## config.mk

```make
export PLATFORM = sky130hd
export DESIGN_NAME = fetch_stage
export DESIGN_NICKNAME = d
export VERILOG_FILES = /design/src/rtl/fetch_stage.sv
export SDC_FILE = /design/constraint.sdc
export NUM_CORES = 1
export LEC_CHECK = 0
export CAP_MARGIN = 20
export CORE_UTILIZATION = 30
export CTS_CLUSTER_SIZE = 28
export DETAILED_ROUTE_END_ITERATION = 8
export HOLD_SLACK_MARGIN = 0.1
export REMOVE_ABC_BUFFERS = 1
export SYNTH_ARGS = -nofsm -noshare
export SYNTH_HDL_FRONTEND = slang
export SYNTH_SLANG_ARGS = --single-unit
```

## constraint.sdc

```tcl
create_clock -name clk -period 7.98 [get_ports clk]
set_input_delay 1.596 -clock clk [delete_from_list [all_inputs] [get_ports clk]]
set_output_delay 1.596 -clock clk [all_outputs]
set_load 0.1 [all_outputs]
```

## src/rtl/fetch_stage.sv

```systemverilog
// ---------------------------------------------------------------------------
// fetch_stage
//   Instruction fetch front end between the instruction memory port and the
//   decode input. It walks a sequential fetch PC and issues pipelined requests
//   to imem. In-order responses of any latency are buffered as {pc, instr} in a
//   small prefetch FIFO that feeds decode. A redirect (taken branch/jump)
//   flushes the FIFO, retargets both PCs and arranges for responses that are
//   still in flight to be thrown away when they return.
//
//   Handshake rule used on every valid/ready pair in this block: a transfer
//   happens on a rising edge where valid && ready are both high. A source
//   holding valid keeps its payload stable until the transfer happens, except
//   that a redirect or reset may withdraw an imem request.
//
// Ports
//   clk, rst           clock; synchronous active-high reset
//   redirect_valid/pc  fetch redirect request and target (pc[1:0] ignored)
//   imem_req_*         request channel to instruction memory (valid/ready/addr)
//   imem_resp_*        in-order response channel from instruction memory
//   instr_valid/ready  instruction channel to decode
//   instr, instr_pc    FIFO head word and its address (0 when not valid)
//   fifo_count         current prefetch FIFO occupancy
// ---------------------------------------------------------------------------
module fetch_stage #(
  parameter logic [31:0] RESET_PC        = 32'h0000_0000,
  parameter int          FIFO_DEPTH      = 4,
  parameter int          MAX_OUTSTANDING = 2
) (
  input  logic                          clk,
  input  logic                          rst,
  input  logic                          redirect_valid,
  input  logic [31:0]                   redirect_pc,
  output logic                          imem_req_valid,
  input  logic                          imem_req_ready,
  output logic [31:0]                   imem_req_addr,
  input  logic                          imem_resp_valid,
  input  logic [31:0]                   imem_resp_data,
  output logic                          instr_valid,
  input  logic                          instr_ready,
  output logic [31:0]                   instr,
  output logic [31:0]                   instr_pc,
  output logic [$clog2(FIFO_DEPTH):0]   fifo_count
);

  localparam int PTR_W = $clog2(FIFO_DEPTH);
  localparam int CNT_W = PTR_W + 1;
  localparam int OUT_W = $clog2(MAX_OUTSTANDING + 1);

  // Architectural state
  logic [31:0]      r_fetch_pc;      // address of the next request to issue
  logic [31:0]      r_resp_pc;       // address belonging to the next live response
  logic [31:0]      r_fifo_pc    [FIFO_DEPTH];
  logic [31:0]      r_fifo_instr [FIFO_DEPTH];
  logic [PTR_W-1:0] r_wr_ptr;
  logic [PTR_W-1:0] r_rd_ptr;
  logic [CNT_W-1:0] r_count;
  logic [OUT_W-1:0] r_outstanding;   // requests accepted by imem, not yet answered
  logic [OUT_W-1:0] r_drop_cnt;      // of those, how many belong to a dead path

  // Datapath / control wires
  logic [31:0]      w_redirect_target;
  logic [31:0]      w_live_slots;
  logic             w_credit_ok;
  logic             w_req_valid;
  logic             w_issue;
  logic             w_resp_take;
  logic             w_push;
  logic             w_head_valid;
  logic             w_pop;

  // Masking rather than slicing keeps the whole redirect_pc bus in use.
  assign w_redirect_target = redirect_pc & 32'hFFFF_FFFC;

  // Slots that will eventually be occupied: entries already buffered plus
  // live (non-dropped) requests still in flight. Issuing only while this is
  // below the depth means every live response is guaranteed a FIFO slot, so
  // the response channel never needs back-pressure.
  assign w_live_slots = 32'(r_count) + 32'(r_outstanding) - 32'(r_drop_cnt);
  assign w_credit_ok  = (32'(r_outstanding) < 32'(MAX_OUTSTANDING)) &&
                        (w_live_slots < 32'(FIFO_DEPTH));

  // No request in a redirect cycle: fetch_pc is about to change under it.
  assign w_req_valid = !rst && !redirect_valid && w_credit_ok;
  assign w_issue     = w_req_valid && imem_req_ready;

  // A response with nothing outstanding is a protocol error and is ignored.
  assign w_resp_take = !rst && imem_resp_valid && (r_outstanding != '0);

  // A response is buffered only if it belongs to the current path and no
  // redirect is killing the FIFO this very cycle.
  assign w_push = w_resp_take && (r_drop_cnt == '0) && !redirect_valid;

  assign w_head_valid = !rst && (r_count != '0);
  assign w_pop        = w_head_valid && instr_ready;

  // Outputs
  assign imem_req_valid = w_req_valid;
  assign imem_req_addr  = r_fetch_pc;
  assign instr_valid    = w_head_valid;
  assign instr          = w_head_valid ? r_fifo_instr[r_rd_ptr] : 32'h0;
  assign instr_pc       = w_head_valid ? r_fifo_pc[r_rd_ptr]    : 32'h0;
  assign fifo_count     = rst ? '0 : r_count;

  // Control state
  always_ff @(posedge clk) begin
    if (rst) begin
      r_fetch_pc    <= RESET_PC;
      r_resp_pc     <= RESET_PC;
      r_wr_ptr      <= '0;
      r_rd_ptr      <= '0;
      r_count       <= '0;
      r_outstanding <= '0;
      r_drop_cnt    <= '0;
    end else begin
      if (redirect_valid) begin
        r_fetch_pc <= w_redirect_target;
        r_resp_pc  <= w_redirect_target;
        r_wr_ptr   <= '0;
        r_rd_ptr   <= '0;
        r_count    <= '0;
        // Everything still in flight after this edge is from the old path.
        // A response arriving right now is already consumed (and discarded).
        r_drop_cnt <= w_resp_take ? (r_outstanding - OUT_W'(1)) : r_outstanding;
      end else begin
        if (w_issue) begin
          r_fetch_pc <= r_fetch_pc + 32'd4;
        end
        if (w_push) begin
          r_resp_pc <= r_resp_pc + 32'd4;
          r_wr_ptr  <= r_wr_ptr + PTR_W'(1);
        end
        if (w_pop) begin
          r_rd_ptr <= r_rd_ptr + PTR_W'(1);
        end
        if (w_push && !w_pop) begin
          r_count <= r_count + CNT_W'(1);
        end else if (w_pop && !w_push) begin
          r_count <= r_count - CNT_W'(1);
        end
        if (w_resp_take && (r_drop_cnt != '0)) begin
          r_drop_cnt <= r_drop_cnt - OUT_W'(1);
        end
      end

      // w_issue is already 0 in a redirect cycle, so this covers both cases.
      if (w_issue && !w_resp_take) begin
        r_outstanding <= r_outstanding + OUT_W'(1);
      end else if (w_resp_take && !w_issue) begin
        r_outstanding <= r_outstanding - OUT_W'(1);
      end
    end
  end

  // FIFO storage. Data needs no reset: occupancy alone decides validity.
  // When full, a push and a pop in the same cycle hit the same slot; the head
  // is read combinationally before the edge, so the overwrite is safe.
  always_ff @(posedge clk) begin
    if (w_push) begin
      r_fifo_pc[r_wr_ptr]    <= r_resp_pc;
      r_fifo_instr[r_wr_ptr] <= imem_resp_data;
    end
  end

endmodule

```

==> flow_summary.yaml, run 1 <==
clock_tree:
  postCtsHoldBufs: 0
  clockBufferDepth: 3
  cts_sinks: 321
  postCtsSetupRepairBufs: 0
  postCtsResizedCells: 0
  root_buffer: "clkbuf_16"
  cts_htree_levels: 2
  cts_tree: "built"
  numCtsBuffers: 37
  clk_pin_slew_ns: 0.06
  clk_latency_ns: 0.53
setup_path:
  r2r-start: "r_count[1]$_SDFFE_PP0P_"
  crit_end: "instr_pc[31]"
  arrival_ns: 4.24
  rr_endpoint: "r_outstanding[1]$_SDFFE_PP0P_"
  start_kind: "input pin"
  path_max_fanout: 44
  cp-end-kind: "primary output"
  r2r_slack_ns: 4.87
  startpoint: "rst"
  critPathKind: "input pin to primary output"
  required_ns: 6.38
  ff2ff_path_depth: 13
run_status:
  violations: "design-rule violations"
  outcome: "complete, but fails checks"
sta:
  fin_crit_ns: 5.83
  finalSetupViolCount: 0
  setup_tns_ns: 0
  rsz0062_at_grt: "no"
  layout_worst_path_cycle_share: 0.731
  final_max_slew_viol_count: 0
  worst_slew_pin_slew_ns: 1.05
  finalClockSkew_ns: 0.0204
  timing.fmax_ghz: 0.171
  max_slew_margin: 0.295
  hold_viol_final: 0
min_path:
  hold_start: "imem_req_addr[31]$_SDFFE_PP0P_"
  hp-class: "flip-flop to flip-flop"
synthesis:
  syn_area_mm2: 0.0138
  async_flop_share: 0
  synthCells: 936
  synth_seq_cells: 321
  syn_area_per_cell_um2: 14.7
  synth_edf_count: 248
  yosysUniqueCellTypes: 70
  synth-main-ff-cell: "edfxtp_1"
  ys_seq_area_frac: 0.647
  ys.warnings.count: 0
power_and_ir_drop:
  ir_worst_vdd_mv: 0.152
  leakage_nw: 5.45
  power.density_mw_per_mm2: 229
  finalPower_mw: 3.93
routing:
  drt_first_pass_iters: 7
  viasPerCell: 4.93
  wl_per_cell_um: 19.5
  drc: 1
  first_iter_violations: 566
  vias: 8492
  wl_um: 33600
  ant_nets: 0
global_route:
  grt_pass1_wl_um: 51500
  grt_max_degree: 63
  first_global_vias: 8470
  overflow: 0
  track_usage: 0.145
  antenna_found_initial: 0
floorplan:
  core_area_mm2: 0.0453
  die_w_um: 216
  num_io_pins: 171
  row_count: 78
  die_h_um: 216
  dieArea_mm2: 0.0467
  initial_utilization: 0.304
placed_design:
  hpwlAfterDp_um: 21000
  dpl.cell_count: 1656
  portBuffers: 164
  gp_congestion: 0.805
finish:
  regArea_mm2: 0.00892
  multi_input_area_mm2: 0.00454
  most-common-layout-cells: "248 x edfxtp_1, 162 x clkdlybuf4s50_1, 71 x dfxtp_1"
  final_nets: 1182
  diodes: 0
  fill_cells: 4316
  drive_gt1_frac: 0.135
  mostFrequentLayoutCell: "edfxtp_1"
  fin_cells: 1724
  area_delta_synth_final_pct: 25.1
job:
  maxCapViolations: 0
sequential cells by signal (all words and copies together), names as in the netlist, named ones only:
register	flops
imem_req_addr	30
r_count	3
r_rd_ptr	2
r_outstanding	2
r_resp_pc	30
r_drop_cnt	2
r_fifo_pc	120
r_wr_ptr	2
r_fifo_instr	128
report_power, final:
group / leakage [nW] / switching (mW) / internal [mW]
logic: 2.01 / 0.267 / 0.129
clock network: 0.585 / 0.661 / 0.991
registers: 2.85 / 0.0473 / 1.84
total: 5.45 / 0.975 / 2.96
cells in the mapped netlist, drive strengths merged (3+ instances only):
| library cell | count | area share |
|---|---|---|
| nand2 | 60 | 0.016 |
| or3 | 11 | 0.0050 |
| dfxtp | 73 | 0.11 |
| and4 | 7 | 0.0045 |
| nor4 | 14 | 0.010 |
| mux2 | 3 | 0.0025 |
| a31oi | 16 | 0.0073 |
| xnor2 | 22 | 0.014 |
| o2111ai | 5 | 0.0036 |
| nand2b | 3 | 0.0014 |
| nand4 | 18 | 0.0091 |
| mux4 | 62 | 0.10 |
| and3 | 18 | 0.0082 |
| nand3 | 28 | 0.011 |
| xor2 | 7 | 0.0045 |
| nor2b | 5 | 0.0023 |
| a21oi | 18 | 0.0065 |
| nor3 | 12 | 0.0047 |
| buf | 22 | 0.0089 |
| o211ai | 9 | 0.0049 |
| ha | 14 | 0.013 |
| clkbuf | 32 | 0.0087 |
| o21a | 4 | 0.0022 |
| o311ai | 5 | 0.0032 |
| a211oi | 20 | 0.011 |
| nor2 | 46 | 0.014 |
| inv | 25 | 0.0068 |
| o31ai | 4 | 0.0022 |
| a32oi | 3 | 0.0019 |
| o21ai | 13 | 0.0050 |
| and2 | 67 | 0.030 |
| a311oi | 3 | 0.0019 |
| mux2i | 6 | 0.0044 |
| edfxtp | 248 | 0.54 |
| or4 | 6 | 0.0033 |
layout make-up:
cell class,count,area share
sequential,321,0.518
inverter,26,0.00567
timing repair buffer,172,0.0995
clock inverter,21,0.0108
multi-input combinational,538,0.264
clock buffer,46,0.0582
tap,600,0.0436
critical path, cell delays in order:
cell,delay (ns)
buf_2,0.17
nor2b_1,0.17
or3_2,0.51
buf_4,0.43
and2_1,0.19
clkdlybuf4s50_1,1.13
how the worst min path moves through the flow:
stage               cells past startpoint                              to
floorplan                               0      r_fifo_pc[0][31]$_DFFE_PP_
global placement                        1  imem_req_addr[31]$_SDFFE_PP0P_
detailed placement                      1  imem_req_addr[31]$_SDFFE_PP0P_
CTS                                     1  imem_req_addr[31]$_SDFFE_PP0P_
global route                            1  imem_req_addr[31]$_SDFFE_PP0P_
finish                                  1  imem_req_addr[31]$_SDFFE_PP0P_
routing by layer:
metal | track usage | up-vias | wire (um)
met4 | 0.0354 | 0 | 605
met1 | 0.204 | 4269 | 15800
met2 | 0.230 | 230 | 15600
li1 | - | 3951 | -
met5 | 0 | - | 0
met3 | 0.0269 | 42 | 1580
cell families after synthesis:
family / synth area share
XOR/XNOR: 0.0185
other: 0.000273
AO/OA/AOI/OAI: 0.0616
multiplexers: 0.108
AND/OR/NAND/NOR: 0.124
buffers and inverters: 0.0247
flip-flops: 0.647
adder cells (fa/ha/maj): 0.0156
metrics by stage:
stage | worst slack [ns] | utilization | hold slack, ns | cell area (um^2)
6_report | 2.15 | 0.380 | 0.493 | 17200
4_1_cts | 2.03 | 0.379 | 0.502 | 17200
3_5_place_dp | 2.04 | 0.353 | 0.483 | 16000
3_3_place_gp | 2.13 | 0.353 | 0.467 | 16000
2_1_floorplan | 1.04 | - | 0.475 | 13500
5_1_grt | 1.89 | 0.380 | 0.525 | 17200
No activity file was read; power rests on OpenSTA's default activity.
==> inputs of run 2 (changes only) <==
Clock period 7.98 ns to 5.5 ns, I/O delays scaled along.
==> flow_summary.yaml, run 2 (same netlist as run 1, synthesis figures left out) <==
run_status:
  outcome: "completed"
global_route:
  overflow: 0
  grt_pass1_wl_um: 51600
  antenna_found_initial: 1
  track_usage: 0.146
  grt_max_degree: 57
  first_global_vias: 8281
routing:
  vias: 8560
  wl_per_cell_um: 19.7
  drt_first_pass_iters: 5
  ant_nets: 0
  first_iter_violations: 656
  wl_um: 34200
  viasPerCell: 4.94
  drc: 0
setup_path:
  ff2ff_path_depth: 13
  required_ns: 4.40
  start_kind: "flip-flop"
  crit_path_cell_trace: "inv_1, fa_1, inv_1, ha_1, and3b_4, nor4_4, o2111a_1, buf_4"
  max_stage_delay_ns: 0.54
  crit_top_cell: "inv_1"
  arrival_ns: 3.04
  critPathKind: "flip-flop to primary output"
  cp-end-kind: "primary output"
  path_max_fanout: 6
  critical_path.slowest_cell: "fa_1"
placed_design:
  hpwlAfterDp_um: 22300
  dpl.cell_count: 1665
  place_area_mm2: 0.0159
  gp_congestion: 0.787
  portBuffers: 164
finish:
  area_delta_synth_final_pct: 25.4
  most-common-layout-cells: "248 x edfxtp_1, 98 x clkdlybuf4s50_1, 78 x buf_4"
  fin_cells: 1734
  largest_register: "r_fifo_instr"
  final_nets: 1191
  largest_reg_flops: 128
  diodes: 0
  mostFrequentLayoutCell: "edfxtp_1"
  top_regs: "r_fifo_instr (128), r_fifo_pc (120)"
  drive_gt1_frac: 0.205
  final_area_mm2: 0.0173
sta:
  hold_viol_final: 0
  setup_tns_ns: 0
  final_max_slew_viol_count: 0
  worst_slew_pin_slew_ns: 1.06
  layout_worst_path_cycle_share: 0.753
  fin_crit_ns: 4.14
  rsz0062_at_grt: "no"
  finalClockSkew_ns: 0.0298
  timing.fmax_ghz: 0.241
  max_slew_margin: 0.290
  finalSetupViolCount: 0
clock_tree:
  postCtsSetupRepairBufs: 0
  cts_sinks: 321
  clockBufferDepth: 3
  numCtsBuffers: 38
  root_buffer: "clkbuf_16"
  postCtsHoldBufs: 0
  cts_htree_levels: 2
  clk_pin_slew_ns: 0.06
  cts_tree: "built"
  clk_latency_ns: 0.56
  postCtsResizedCells: 0
floorplan:
  dieArea_mm2: 0.0467
  die_h_um: 216
  core_area_mm2: 0.0453
  initial_utilization: 0.304
  num_io_pins: 171
  die_w_um: 216
  row_count: 78
power_and_ir_drop:
  power.density_mw_per_mm2: 345
  leakage_nw: 5.68
  ir_worst_vdd_mv: 0.175
job:
  maxCapViolations: 0
min_path:
  hold_depth: 1
  hp-class: "flip-flop to flip-flop"
run 2: path summary, 6_finish.rpt:
| check | startpoint | end | slack (ns) |
|---|---|---|---|
| setup / recovery | r_count[1]$_SDFFE_PP0P_ | imem_req_valid | 1.36 |
| hold / removal | imem_req_addr[31]$_SDFFE_PP0P_ | imem_req_addr[31]$_SDFFE_PP0P_ | 0.49 |
| setup reg to reg | r_count[1]$_SDFFE_PP0P_ | r_outstanding[1]$_SDFFE_PP0P_ | 2.41 |
| hold reg to reg | imem_req_addr[31]$_SDFFE_PP0P_ | imem_req_addr[31]$_SDFFE_PP0P_ | 0.49 |
run 2: report_power, final:
| group | switching (mW) | total [mW] | internal (mW) | leakage [nW] |
|---|---|---|---|---|
| Sequential | 0.0691 | 2.74 | 2.67 | 2.85 |
| Combinational | 0.386 | 0.569 | 0.183 | 2.18 |
| Clock | 1.01 | 2.65 | 1.64 | 0.648 |
run 2: layout make-up:
type | count | area (um^2)
tap | 600 | 751
clock inverter | 24 | 338
multi-input combinational | 538 | 4540
sequential | 321 | 8920
inverter | 26 | 97.6
fill | 4315 | 28000
clock buffer | 45 | 998
timing repair buffer | 180 | 1620
run 2: routing by layer:
layer  GRT usage  share of wire  wire length (um)
met4      0.0448          0.020               679
met5           0              0                 0
met1       0.209           0.47             16200
met3      0.0289          0.054              1830
met2       0.223           0.45             15500
run 2: stage by stage:
stage          hold WS (ns)  total power, mW  utilization  worst slack [ns]
2_1_floorplan         0.475             3.15            -            -0.450
3_3_place_gp          0.469             3.35        0.352              1.50
3_5_place_dp          0.477             3.36        0.352              1.41
4_1_cts               0.496             6.03        0.381              1.29
5_1_grt               0.551             6.17        0.381              1.23
6_report              0.487             5.96        0.381              1.36
run 2: critical path, delay by kind of cell (launching register included):
family | cells | cell delay (ns)
AND/OR/NAND/NOR | 2 | 0.59
buffers and inverters | 3 | 0.42
flip-flops | 1 | 0.41
adder cells (fa/ha/maj) | 2 | 0.82
AO/OA/AOI/OAI | 1 | 0.28
